## config.mk

```make
export PLATFORM = sky130hd
export DESIGN_NAME = if_fetch_stage
export DESIGN_NICKNAME = d
export VERILOG_FILES = /design/src/rtl/if_fetch_stage.sv
export SDC_FILE = /design/constraint.sdc
export NUM_CORES = 1
export LEC_CHECK = 0
export BUFFER_PORTS_ARGS = -buffer_cell sky130_fd_sc_hd__buf_2
export CORE_ASPECT_RATIO = 1.5
export CORE_MARGIN = 4
export CORE_UTILIZATION = 30
export CTS_BUF_LIST = sky130_fd_sc_hd__clkbuf_8
export CTS_CLUSTER_DIAMETER = 100
export DETAILED_ROUTE_END_ITERATION = 16
export GPL_ROUTABILITY_DRIVEN = 0
export PLACE_DENSITY = 0.54
export SYNTH_ARGS = -nofsm -noshare
export SYNTH_HDL_FRONTEND = slang
export SYNTH_SLANG_ARGS = --single-unit
```

## constraint.sdc

```tcl
create_clock -name clk -period 1.9 [get_ports clk]
set_input_delay 0.095 -clock clk [delete_from_list [all_inputs] [get_ports clk]]
set_output_delay 0.095 -clock clk [all_outputs]
set_load 0.01 [all_outputs]
```

## src/rtl/if_fetch_stage.sv

```systemverilog
// -----------------------------------------------------------------------------
// if_fetch_stage
//
// Instruction-fetch stage of the MIPS pipeline. Owns the program counter,
// drives the combinational instruction ROM and registers the fetched word
// together with its PC into the IF/ID pipeline register. Handles stall,
// branch/jump redirect (optionally keeping the delay slot) and exception
// flush.
//
// Ports:
//   clk           in   1   system clock, rising edge
//   rst           in   1   synchronous reset, active-low
//   stall         in   1   hold PC and IF/ID this cycle
//   flush         in   1   exception/eret redirect, beats stall and branch
//   flush_target  in  32   PC loaded on flush
//   branch_valid  in   1   taken branch/jump resolved in ID
//   branch_target in  32   branch/jump destination
//   rom_ce        out  1   instruction ROM enable
//   rom_addr      out 32   instruction ROM byte address (the PC register)
//   rom_inst      in  32   ROM read data, combinational from rom_addr/rom_ce
//   id_pc         out 32   PC of the instruction held in IF/ID
//   id_inst       out 32   instruction held in IF/ID
//   id_valid      out  1   IF/ID holds a real instruction
// -----------------------------------------------------------------------------
module if_fetch_stage #(
    parameter logic [31:0] RESET_PC   = 32'h0000_0000,
    parameter bit          DELAY_SLOT = 1'b1
) (
    input  logic        clk,
    input  logic        rst,
    input  logic        stall,
    input  logic        flush,
    input  logic [31:0] flush_target,
    input  logic        branch_valid,
    input  logic [31:0] branch_target,
    output logic        rom_ce,
    output logic [31:0] rom_addr,
    input  logic [31:0] rom_inst,
    output logic [31:0] id_pc,
    output logic [31:0] id_inst,
    output logic        id_valid
);

    typedef enum logic {
        IDLE = 1'b0,
        RUN  = 1'b1
    } state_t;

    state_t      state_q, state_d;
    logic [31:0] pc_q, pc_d;
    logic [31:0] id_pc_q, id_pc_d;
    logic [31:0] id_inst_q, id_inst_d;
    logic        id_valid_q, id_valid_d;
    logic        pend_valid_q, pend_valid_d;
    logic [31:0] pend_target_q, pend_target_d;

    // Redirect targets are forced onto a word boundary; misalignment is not
    // reported, the low bits are simply dropped.
    function automatic logic [31:0] word_align(input logic [31:0] addr);
        return {addr[31:2], 2'b00};
    endfunction

    // Outputs come straight from registers so nothing combinational reaches
    // the ROM address/enable from the pipeline control inputs.
    assign rom_ce   = (state_q == RUN);
    assign rom_addr = pc_q;
    assign id_pc    = id_pc_q;
    assign id_inst  = id_inst_q;
    assign id_valid = id_valid_q;

    always_comb begin
        state_d       = state_q;
        pc_d          = pc_q;
        id_pc_d       = id_pc_q;
        id_inst_d     = id_inst_q;
        id_valid_d    = id_valid_q;
        pend_valid_d  = pend_valid_q;
        pend_target_d = pend_target_q;

        case (state_q)
            IDLE: begin
                // First cycle out of reset: PC stays at RESET_PC so that
                // address is presented to the ROM for a full RUN cycle.
                state_d    = RUN;
                id_pc_d    = 32'h0;
                id_inst_d  = 32'h0;
                id_valid_d = 1'b0;
            end

            RUN: begin
                if (flush) begin
                    pc_d         = word_align(flush_target);
                    id_pc_d      = 32'h0;
                    id_inst_d    = 32'h0;
                    id_valid_d   = 1'b0;
                    pend_valid_d = 1'b0;
                end else if (stall) begin
                    // A branch resolved while stalled must not be lost; the
                    // most recent one wins if several arrive.
                    if (branch_valid) begin
                        pend_target_d = word_align(branch_target);
                        pend_valid_d  = 1'b1;
                    end
                end else begin
                    if (pend_valid_q) begin
                        pc_d         = pend_target_q;
                        pend_valid_d = 1'b0;
                    end else if (branch_valid) begin
                        pc_d = word_align(branch_target);
                    end else begin
                        pc_d = pc_q + 32'd4;
                    end

                    // The word fetched in a redirect cycle is the delay slot;
                    // without delay slots it becomes a bubble.
                    if (!DELAY_SLOT && (pend_valid_q || branch_valid)) begin
                        id_pc_d    = 32'h0;
                        id_inst_d  = 32'h0;
                        id_valid_d = 1'b0;
                    end else begin
                        id_pc_d    = pc_q;
                        id_inst_d  = rom_inst;
                        id_valid_d = 1'b1;
                    end
                end
            end

            default: state_d = IDLE;
        endcase
    end

    always_ff @(posedge clk) begin
        if (!rst) begin
            state_q       <= IDLE;
            pc_q          <= RESET_PC;
            id_pc_q       <= 32'h0;
            id_inst_q     <= 32'h0;
            id_valid_q    <= 1'b0;
            pend_valid_q  <= 1'b0;
            pend_target_q <= 32'h0;
        end else begin
            state_q       <= state_d;
            pc_q          <= pc_d;
            id_pc_q       <= id_pc_d;
            id_inst_q     <= id_inst_d;
            id_valid_q    <= id_valid_d;
            pend_valid_q  <= pend_valid_d;
            pend_target_q <= pend_target_d;
        end
    end

endmodule

```

* After elaboration in Yosys (flattened, before gate mapping)
Cells that the tools add are included.
Widths: inputs -> output; s select.
** Word-level totals
- Register bits :: 129
- Latch bits :: 0
- Bits in writable memories :: 0
- Bits in read-only memories :: 0
- Input bits :: 101
- Output and inout port bits :: 98
- Logic and storage cells :: 33
- Memories kept :: 0
** Operators by class
- Add/subtract/negate cells :: 1
- $mul :: 0
- Divide/modulo/power cells :: 0
- Order comparisons :: 0
- Eq/ne operators :: 3
- Shifts and indexed selects :: 0
- Multiplexer cells :: 17
- Bitwise logic cells :: 2
- Reductions and logical operators :: 3
** Operator list (number)
- $mux 32 :: 8
- $pmux 32 s2 :: 2
- $add 32x3->32 const B :: 1
- $mux 1 :: 6
- $reduce_and 2->1 :: 2
- $reduce_and 4->1 :: 1
- $ne 3x1->1 const B :: 1
- $ne 3x3->1 const B :: 1
- $ne 2x1->1 const B :: 1
- $not 1->1 :: 2
- $pmux 1 s2 :: 1

* Longest topological paths before layout
- Depth after elaboration :: 5
- Depth in mapped cells :: 8

* Least setup slack after synthesis
Ideal clock, no wire load.
- Path type :: register to register
- Start point :: register pc_q[2], in the netlist rom_addr[2]
- End point :: register pc_q[24], in the netlist rom_addr[24]
- Arrival :: 1.679 ns
- Required time :: 1.778 ns
- Path slack :: 0.098 ns
- Cell stages (with the launch flop) :: 7
- Period minus slack after synthesis :: 1.802 ns
- Cells stage by stage :: dfxtp_1 ha_1 nand4_1 or3_1 nor3_1 xnor2_1 o21ai_1
** On the way
- Longest elaborated chain between the ends :: 5
** Ends and longest elaborated chain
- start, declared :: RTL line 50 : logic [31:0] pc_q, pc_d;
- start signal, assigned :: RTL line 143 : pc_q <= pc_d;
- $add 32x3->32 :: RTL line 111 : pc_d = pc_q + 32'd4;
- $mux 32 :: RTL line 108 : end else if (branch_valid) begin
- $mux 32 :: RTL line 105 : if (pend_valid_q) begin
- $mux 32 :: RTL line 97 : end else if (stall) begin
- $mux 32 :: RTL line 91 : if (flush) begin
No other way between the ends. The select of a mux whose other input is x is not followed.
A chain may end at the register's enable or synchronous reset.

* Worst setup path after layout
Same ends and word-level chain as after synthesis.

==> results by stage <==
Run status:
- The run finished with clean final reports.

Worst setup path:
- The worst register-to-register path begins at rom_addr[2].
- The critical path start-end classification is register to register.
- The slowest stage cell on the critical path is or3_1.
- Measured in cells, the most critical reg-to-reg path has a length of 6.
- The kind of capture point of the worst setup path is a register.
- The highest net fanout along the worst path is 4.
- At the worst endpoint, the arrival time is about 2.1 ns.
- The setup slack of the most critical reg-to-reg path is between 0.08 and 0.09 ns.
- The largest single stage delay on the critical path is roughly 0.45 ns.
- The number of buffers and inverters on the critical path is 0.
- STA classifies the critical path startpoint as a register.
- The kind of cell adding the most delay to the critical path is simple AND/OR/NAND/NOR gates.
- For the worst setup path, the data required time is approximately 2.2 ns.
- The signal on the critical path passes through ha_1, nand4_1, or3_1, nor3_1, xnor2_1, o21ai_1.
- The endpoint of the worst-slack reg-to-reg timing path is rom_addr[24].

Clock tree:
- The CTS tree is yes.
- The clock root buffer master is clkbuf_8.
- The H-tree was split into 4 levels.
- Counting the buffers created by CTS gives 17.
- The tree built by TritonCTS fans out to 126 sinks.
- The clock reaches the later pin of the worst-skew pair after roughly 0.44 ns.
- Clock-pin slew was measured on the worst setup and hold paths at 0.08 ns.
- The number of buffers between clock root and the deepest sink is 2.

Logic synthesis:
- The synthesized design contains roughly 130 register bits.
- The register area share after synthesis is between 40% and 50%.
- The number of cells produced by synthesis is between 600 and 700.
- The number of distinct library cells after synthesis is 60.
- The proportion of register bits with asynchronous set or reset after synthesis is 0%.
- In this run the cell area of the synthesized design comes to 0.00568 sq mm.
- The number of synthesized flops with an enable pin is 0.
- For this run, the number of Yosys warnings is 0.
- The synthesized area per cell is 8.15 sq um.
- In the synthesized netlist the dominant register cell turns out to be dfxtp_1.

Placement:
- Timing analysis after detailed placement gives a worst setup slack of 0.0670 ns.
- The placed wire-length estimate after detailed placement is approximately 15000 um.
- The count of input and output buffers is 192.
- The placed instances occupy a cell area of 0.00718 sq mm.

Timing:
- The sum of negative setup slack is 0 ns.
- Setup repair after global routing could not meet its margin everywhere.
- The count of final max-slew check failures is 0.
- The final count of hold timing violations is 0.
- The final critical-path share of the clock period is a little over nine tenths.
- Setup violations remaining at the end of the flow were counted as 0.
- The minimum setup slack in the final design is ~0.088 ns.
- The highest achievable clock rate is ~550 MHz.
- The worst setup skew after layout is 0.0157 ns.
- The minimum clock period is roughly 1.8 ns.

Layout:
- Relative to the synthesized area, the layout overhead comes to 47.9%.
- The most common cell after layout, fill and taps aside is buf_2.
- In the layout the commonest cells are buf_2, dfxtp_1, nand2_1.
- The share of the core filled with cells is between 40 and 50%.
- The design area is roughly 0.0084 sq mm.
- The repair_antennas step left the layout with diodes totalling 0.
- The net total in the final layout is 1085.
- In the final layout, the share of cells above drive strength 1 is approximately 30%.

Drt:
- The number of DRC markers after the initial detailed-route iteration is between 300 and 400.
- The sum of routed wire length over all layers is 21700 um.
- Dividing the detail-routed via count by the number of cells gives around 5.
- The count of unresolved DRC violations after routing is 0.
- The detailed-routing iteration count for the pre-antenna-repair pass is 5.
- The total via count in the routed design is approximately 6200.
- In the final routed layout, each cell accounts on average for about 17 um.
- The remaining antenna violation count after routing is 0.

Floorplanning:
- The starting density of the core is a little under a third.
- The total die area is roughly 0.021 sq mm.
- After floorplanning, the core was sized to cover between 0.015 and 0.02 sq mm.
- During I/O placement, the number of pins put on the boundary was about 200.
- The number of core rows is 61.
- In this run the vertical extent of the chip is 176 um.
- The die is between 100 and 150 um wide.

Pwr:
- Dividing total power by cell area gives a power density of 718 mW/mm^2.
- The static power due to leakage is around 3.6 nW.
- VDD sags by at most about 0.00038 V.
- The total power draw is 6.03 mW.

Global routing:
- The number of antenna violations at the first check in global routing came to 1.
- The combined global-route utilization of all metal layers is 19.9%.
- Entering global routing, the biggest net connects approximately 110 pins.
- The number of global-route vias before repair is 6203.
- The total congestion overflow after global routing is 0.
- The first global-routing pass estimated roughly 33000 um of wire.

Job:
- Across the run, the number of max-cap violations was 0.

Min path:
- In this run the most critical hold path is launched from flush_target[3].
- The worst hold path class is input pin to register.
- For hold timing, the worst endpoint is rom_addr[3].
- Along the worst hold path, the cell count comes to 3.
==> power breakdown <==
part / switching (mW) / internal, mW / total (mW) / leakage (nW)
Sequential: 0.0547 / 2.71 / 2.77 / 1.02
Clock: 1.18 / 1.16 / 2.34 / 0.191
Combinational: 0.486 / 0.438 / 0.924 / 2.37
Total: 1.72 / 4.31 / 6.03 / 3.58
==> stage by stage <==
stage	hold WS (ns)	cells
final	0.0200	1248
after global routing	0.0348	1248
after CTS	0.00812	1246
after detailed placement	0.351	1134
after global placement	0.341	1134
after floorplan	0.123	697
==> cell type report <==
type / instances / area, sq um
clock buffers: 17 / 234
multi-input cells: 496 / 2860
well taps: 252 / 315
fillers: 1874 / 10100
inverters: 10 / 38.8
clock inverters: 15 / 148
flip-flops and latches: 126 / 2520
repair buffers: 332 / 2270
==> worst max path at each step <==
stage,from,endpoint,slack [ns],depth (start not counted)
floorplan,rom_addr[2],rom_addr[24],0.1,6
global placement,rom_addr[2],rom_addr[24],0.09,6
detailed placement,rom_addr[2],rom_addr[18],0.07,7
CTS,rom_addr[2],rom_addr[18],0.04,7
global route,rom_addr[2],rom_addr[27],-0.01,8
finish,rom_addr[2],rom_addr[24],0.09,6
==> flip-flops by register name, summed over array words and instances, names as in the netlist <==
| name | cells |
|---|---|
| id_pc | 31 |
| pend_valid_q | 1 |
| rom_ce | 1 |
| rom_addr | 30 |
| id_valid | 1 |
| pend_target_q | 30 |
| id_inst | 32 |
==> cells in the mapped netlist (all sizes together), types with 2 or more instances <==
cell type,instances,share of area (%)
a211o,2,0.31
a21boi,3,0.40
a21o,2,0.26
a21oi,50,4.4
a221oi,3,0.57
a222oi,3,0.53
a22o,9,1.4
a22oi,76,10
a31o,2,0.31
a31oi,4,0.44
a32oi,3,0.46
and2,4,0.44
and3,6,0.66
and4,3,0.46
buf,17,1.7
clkbuf,48,3.2
dfxtp,126,44
inv,9,0.60
mux2i,7,1.2
nand2,109,7.2
nand2b,3,0.33
nand3,10,0.88
nand3b,3,0.40
nand4,13,1.7
nor2,78,5.2
nor3,10,0.97
nor3b,3,0.48
nor4,5,0.82
o211ai,4,0.53
o21a,2,0.26
o21ai,35,3.1
o221ai,3,0.46
o22ai,5,0.55
o2bb2ai,2,0.31
o31ai,2,0.26
o41ai,2,0.31
or3,2,0.22
xnor2,6,0.93
xor2,12,1.9
==> worst min-delay path, stage by stage <==
cell and delay, ns:
buf_2 0.08, mux2i_1 0.08, a21oi_1 0.16
==> cells by family (layout without fill, tap and decap cells) <==
group,Yosys count,in the layout,synth area share (%)
compound gates,217,217,25.7
flops,126,126,44.4
mux,7,7,1.23
simple gates,251,251,20.0
buf+inv,75,374,5.53
xor+xnor,18,18,2.78
other cells,1,2,0.0661
fa+ha+maj,1,1,0.220
==> routing by layer <==
layer	part of all wire, %	global-route usage, %	vias up
li1	-	-	3055
met3	6.5	4.81	25
met1	41	24.1	2942
met5	0.032	0	-
met4	2.1	6.71	2
met2	50	34.6	223
==> repair_timing <==
action	4_1_cts	5_1_grt
setup buffers	0	2
endpoints found under the hold margin	80	0
resized for setup	0	3
hold buffers	80	0
setup endpoints to repair	0	4
Power figures use the tool's default switching activity.
